$ cat src/rtl/m_ext_issue_ctrl_pkg.sv
// Shared types and defaults for the M-extension issue controller.
// Pending-write entries and source-match helper live here.
package m_ext_issue_ctrl_pkg;

    localparam int REG_SIZE    = 5;
    localparam int M_EXT_LAT   = 5;
    localparam int MAIN_WB_LAT = 2;

    typedef struct packed {
        logic                v;
        logic [REG_SIZE-1:0] rd;
    } pend_entry_t;

    // x0 is hard-wired, so a read of it never depends on an in-flight op
    function automatic logic src_hit(
        input pend_entry_t         e,
        input logic                used,
        input logic [REG_SIZE-1:0] rs
    );
        return e.v & used & (rs != '0) & (e.rd == rs);
    endfunction

endpackage

$ cat src/rtl/m_ext_scoreboard.sv
// Shadow of in-flight M-ext destinations, shifting in lock-step with
// the non-stalling M-ext pipeline; flags RAW, WAW and write-port clashes.
module m_ext_scoreboard
    import m_ext_issue_ctrl_pkg::*;
#(
    parameter int M_LAT   = M_EXT_LAT,
    parameter int MAIN_WB = MAIN_WB_LAT
) (
    input  logic                clk_i,
    input  logic                rst_i,
    input  logic                push_i,
    input  logic [REG_SIZE-1:0] push_rd_i,
    input  logic [REG_SIZE-1:0] rs1_i,
    input  logic [REG_SIZE-1:0] rs2_i,
    input  logic                rs1_used_i,
    input  logic                rs2_used_i,
    input  logic [REG_SIZE-1:0] rd_i,
    input  logic                rd_we_i,
    output logic                raw_o,
    output logic                waw_o,
    output logic                wport_busy_o
);

    pend_entry_t pend_q [1:M_LAT];
    pend_entry_t pend_d [1:M_LAT];

    always_comb begin
        pend_d[1].v  = push_i;
        pend_d[1].rd = push_rd_i;
        for (int k = 2; k <= M_LAT; k++) begin
            pend_d[k] = pend_q[k-1];
        end
    end

    always_ff @(posedge clk_i) begin
        if (rst_i) begin
            for (int k = 1; k <= M_LAT; k++) begin
                pend_q[k] <= '0;
            end
        end else begin
            pend_q <= pend_d;
        end
    end

    always_comb begin
        raw_o = 1'b0;
        waw_o = 1'b0;
        for (int k = 1; k <= M_LAT; k++) begin
            raw_o = raw_o
                  | src_hit(pend_q[k], rs1_used_i, rs1_i)
                  | src_hit(pend_q[k], rs2_used_i, rs2_i);
            waw_o = waw_o
                  | (rd_we_i & (rd_i != '0) & pend_q[k].v
                     & (pend_q[k].rd == rd_i));
        end
    end

    // entry that retires in the same cycle a main op issued now would
    assign wport_busy_o = pend_q[M_LAT-MAIN_WB].v;

endmodule

$ cat src/rtl/m_ext_issue_ctrl.sv
// Decode-side issue steering between the M-ext and main pipelines,
// with hazard stalls and a saturating stall-cycle counter.
module m_ext_issue_ctrl
    import m_ext_issue_ctrl_pkg::*;
#(
    parameter int M_LAT       = M_EXT_LAT,
    parameter int MAIN_WB_LAT = m_ext_issue_ctrl_pkg::MAIN_WB_LAT,
    parameter int CNT_W       = 32
) (
    input  logic                clk_i,
    input  logic                rst_i,
    input  logic                dec_valid_i,
    output logic                dec_ready_o,
    input  logic                dec_is_mext_i,
    input  logic [REG_SIZE-1:0] dec_rs1_i,
    input  logic [REG_SIZE-1:0] dec_rs2_i,
    input  logic                dec_rs1_used_i,
    input  logic                dec_rs2_used_i,
    input  logic [REG_SIZE-1:0] dec_rd_i,
    input  logic                dec_rd_we_i,
    input  logic                main_ready_i,
    output logic                issue_m_o,
    output logic                issue_main_o,
    output logic                hazard_o,
    input  logic                clear_cnt_i,
    output logic [CNT_W-1:0]    stall_cnt_o
);

    logic             raw;
    logic             waw;
    logic             wport_busy;
    logic             struct_haz;
    logic             fire;
    logic             push;
    logic [CNT_W-1:0] stall_cnt_q;
    logic [CNT_W-1:0] stall_cnt_d;

    m_ext_scoreboard #(
        .M_LAT   (M_LAT),
        .MAIN_WB (MAIN_WB_LAT)
    ) u_sb (
        .clk_i        (clk_i),
        .rst_i        (rst_i),
        .push_i       (push),
        .push_rd_i    (dec_rd_i),
        .rs1_i        (dec_rs1_i),
        .rs2_i        (dec_rs2_i),
        .rs1_used_i   (dec_rs1_used_i),
        .rs2_used_i   (dec_rs2_used_i),
        .rd_i         (dec_rd_i),
        .rd_we_i      (dec_rd_we_i),
        .raw_o        (raw),
        .waw_o        (waw),
        .wport_busy_o (wport_busy)
    );

    assign struct_haz   = !dec_is_mext_i & dec_rd_we_i & wport_busy;
    assign hazard_o     = dec_valid_i & (raw | waw | struct_haz);
    assign dec_ready_o  = !rst_i & !hazard_o
                        & (dec_is_mext_i | main_ready_i);
    assign fire         = dec_valid_i & dec_ready_o;
    assign issue_m_o    = fire & dec_is_mext_i;
    assign issue_main_o = fire & !dec_is_mext_i;
    assign push         = issue_m_o & dec_rd_we_i & (dec_rd_i != '0);

    always_comb begin
        stall_cnt_d = stall_cnt_q;
        if (clear_cnt_i) begin
            stall_cnt_d = '0;
        end else if (dec_valid_i & !dec_ready_o
                     & (stall_cnt_q != '1)) begin
            stall_cnt_d = stall_cnt_q + 1'b1;
        end
    end

    always_ff @(posedge clk_i) begin
        if (rst_i) begin
            stall_cnt_q <= '0;
        end else begin
            stall_cnt_q <= stall_cnt_d;
        end
    end

    assign stall_cnt_o = stall_cnt_q;

endmodule
$ cat config.mk
export PLATFORM = sky130hd
export DESIGN_NAME = m_ext_issue_ctrl
export DESIGN_NICKNAME = d
export VERILOG_FILES = /design/src/rtl/m_ext_issue_ctrl_pkg.sv /design/src/rtl/m_ext_scoreboard.sv /design/src/rtl/m_ext_issue_ctrl.sv
export SDC_FILE = /design/constraint.sdc
export NUM_CORES = 1
export LEC_CHECK = 0
export BUFFER_PORTS_ARGS = -buffer_cell sky130_fd_sc_hd__buf_4
export CELL_PAD_IN_SITES_DETAIL_PLACEMENT = 0
export CELL_PAD_IN_SITES_GLOBAL_PLACEMENT = 1
export CORE_MARGIN = 1.5
export CORE_UTILIZATION = 44
export CTS_BUF_LIST = sky130_fd_sc_hd__clkbuf_8
export DETAILED_ROUTE_END_ITERATION = 8
export PLACE_DENSITY = 0.83
export SYNTH_ARGS = -nofsm -noshare
export SYNTH_HDL_FRONTEND = slang
export SYNTH_SLANG_ARGS = --single-unit
$ cat constraint.sdc
create_clock -name clk_i -period 3 [get_ports clk_i]
set_input_delay 0.45 -clock clk_i [delete_from_list [all_inputs] [get_ports clk_i]]
set_output_delay 0.45 -clock clk_i [all_outputs]
set_load 0.01 [all_outputs]
==> results.yml <==
critical_path:
  arrival_ns: 2.42
  crit_path_start_kind: "register"
  rr_worst_depth: 9
  reg2reg_from: "u_sb.pend_d[21]$_SDFF_PP0_"
  cp_max_fo: 4
  crit_chain: "xor2_1, nor4_1, and3_1, a31oi_1, a31oi_2, o31ai_2, nand2b_1, nor3_1, buf_4"
  r2r_end: "stall_cnt_o[2]$_SDFFE_PP0P_"
  critPathRequiredTime_ns: 2.55
  cp.depth: 9
  critical_path_class: "register to output port"
  cp_num_buf_inv: 1
  cp-startpoint: "u_sb.pend_d[22]$_SDFF_PP0_"
  cp_slowest_cell: "dfxtp_1"
  cpPeakStageDelay_ns: 0.47
  critical_path.top_delay_family: "compound AO/OA/AOI/OAI gates"
  critPathCaptureType: "output port"
  endpoint: "issue_main_o"
  r2r_slack_ns: 0.26
clock_network:
  cts_sinks: 62
  hold_buffers: 0
  root_buffer: "clkbuf_8"
  numCtsBuffers: 9
  cts_max_level: 3
  cts_tree: "built"
  insertion_delay_ns: 0.33
  cts_buffer_depth: 2
  clk_pin_slew_ns: 0.07
logic_synthesis:
  synth_nets: 454
  yosys.area.top_type: "dfxtp_1"
  syn-instance-count: 429
  syn_area_per_cell_sq_um: 8.563
  yosysWarnings: 0
  ys_types: 50
  synth-seq-cells: 62
  synth.cell_area_sq_um: 3674
  synth_top_area_frac: 0.3379
  ys_seq_area_frac: 0.3379
  ys_top_cells_by_area: "dfxtp_1, xor2_1, xnor2_1"
detailed_routing:
  num_vias: 3331
  post-route-drc-count: 0
  antenna_left: 0
  wire_per_inst_um: 17.49
  routed_via_density: 5.694
  drt-initial-drc-count: 186
  first_pass_iters: 4
  routed_wl_um: 10230
die:
  die-area_sq_um: 8906
  rows: 33
  core_sq_um: 8134
  ios: 60
  initial_core_util: 0.4516
  die_w_um: 94.37
  dieHeight_um: 94.37
final_layout:
  final_util: 0.5333
  multiInputGateArea_sq_um: 2197
  n_antenna_cell: 0
  final_nets: 501
  seqCellArea_sq_um: 1241
  finalInstanceArea_sq_um: 4338
  area_delta_synth_final_pct: 18.09
  fill_cells: 780
  drive_above_1_share: 0.2208
grt:
  antenna_found_initial: 0
  grtUsageTotal: 0.2413
  grt_pass1_vias: 3071
  grt_max_degree: 36
  grt.overflow.total: 0
  grt_pass1_wl_um: 16320
status:
  status: "complete, no violations"
sta:
  fin_crit_sh: 0.9573
  setup_viol: 0
  rsz0062_at_grt: "no"
  fmax_mhz: 348.2
  period_minus_slack_ns: 2.872
  tightest_slew_ns: 0.6147
  hold_ws_ns: 0.4208
  drv_slew: 0
  setup_tns_ns: 0
  finalHoldViolations: 0
  slew_headroom: 0.5902
  clock_skew_ns: 0.007253
job:
  maxCapViolations: 0
placement:
  post-dp-hpwl_um: 7533
  gp_congestion: 0.8697
  place_area_sq_um: 4119
  io_buffers: 59
power:
  p_leak_uw: 0.001585
  power_density_nw_per_um2: 420.0
  vdd_ir_drop_max_mv: 0.2141
worst_hold_path:
  hp-class: "input port to register"
[cell usage after synthesis (all sizes together)]
library cell,instances
a21oi,31
a311oi,1
a31oi,3
a41oi,1
and3,9
and4,3
buf,21
clkbuf,13
dfxtp,62
ha,1
inv,6
mux2i,1
nand2,18
nand2b,2
nand3,18
nand3b,1
nand4,18
nor2,8
nor2b,30
nor3,5
nor4,15
o211ai,2
o21ai,27
o21bai,1
o22ai,1
o311ai,1
o31ai,5
o41ai,1
or2,1
or3,34
or3b,1
or4,12
or4b,1
xnor2,31
xor2,44
[sequential cells by signal, summed over array words and instances (netlist names)]
name               flops
stall_cnt_o           32
u_sb.pend_d           23
u_sb.pend_q            6
u_sb.wport_busy_o      1
[layout make-up]
cell class / instances / share of cell area
flip-flops and latches: 62 / 0.2861
clock inverters: 3 / 0.009807
clock buffers: 12 / 0.03807
inverters: 6 / 0.005192
multi-input cells: 327 / 0.5065
repair buffers: 70 / 0.1240
well taps: 105 / 0.03029
[kinds of logic (layout without fill, tap and decap cells)]
group,Yosys count,in the layout,synth area share
XOR/XNOR,75,75,0.1788
adder cells (fa/ha/maj),1,1,0.003405
buffers and inverters,40,91,0.06710
flip-flops,62,62,0.3379
AND/OR/NAND/NOR,176,176,0.2956
multiplexers,1,1,0.002725
AO/OA/AOI/OAI,74,74,0.1144
[power by group]
part | internal (uW) | total, uW | switching [uW]
Combinational | 84.0 | 192 | 108
Sequential | 834 | 855 | 21.0
Clock | 446 | 775 | 329
[layer usage]
layer / vias to the layer above / global-route usage / wire [um]
met2: 104 / 0.3651 / 4715
met5: - / 0 / 0
met1: 1586 / 0.3440 / 4829
met4: 0 / 0.08706 / 175
li1: 1625 / - / -
met3: 16 / 0.04026 / 510
[timing repair]
action                                  in CTS  in global routing
resized for setup                            0                  2
buffers inserted                             0                  0
endpoints found under the setup margin       0                  3
[stage by stage]
stage | instances | setup WS, ns | total power (uW)
after floorplan | 429 | 0.3111 | 1011
after global placement | 570 | 0.07268 | 1063
after detailed placement | 570 | 0.04152 | 1064
after CTS | 585 | 0.03617 | 1837
after global routing | 585 | 0.004044 | 1895
final | 585 | 0.1281 | 1822
[worst reg2reg max path, stage by stage, from the launching register on]
cell	delay, ns
dfxtp_1	0.47
xor2_1	0.11
nor4_1	0.41
and3_1	0.22
a31oi_1	0.06
a31oi_2	0.32
nor4_4	0.10
buf_12	0.18
or4_2	0.64
a21oi_1	0.18
[placed cells by master, fill, tap and decap left out, drive strengths merged, types with 3 or more instances in the layout]
master / instances
buf: 70
dfxtp: 62
xor2: 44
or3: 34
xnor2: 31
a21oi: 31
nor2b: 30
o21ai: 27
nand3: 18
nand4: 18
nand2: 18
nor4: 15
clkbuf: 12
or4: 12
and3: 9
nor2: 8
inv: 6
o31ai: 5
nor3: 5
and4: 3
a31oi: 3
[how the worst min path moves through the flow]
stage                                             from                           end  slack (ns)  cells after the start
after floorplan             u_sb.pend_d[17]$_SDFF_PP0_  u_sb.wport_busy_o$_SDFF_PP0_        0.47                      1
after global placement    stall_cnt_o[29]$_SDFFE_PP0P_  stall_cnt_o[29]$_SDFFE_PP0P_        0.48                      2
after detailed placement  stall_cnt_o[29]$_SDFFE_PP0P_  stall_cnt_o[29]$_SDFFE_PP0P_        0.50                      2
after CTS                                  dec_rd_i[0]    u_sb.pend_d[18]$_SDFF_PP0_        0.41                      2
after global routing                     dec_is_mext_i    u_sb.pend_d[23]$_SDFF_PP0_        0.41                      3
final                                      dec_rd_i[0]    u_sb.pend_d[18]$_SDFF_PP0_        0.42                      2
(Power assumes the default switching activity.)
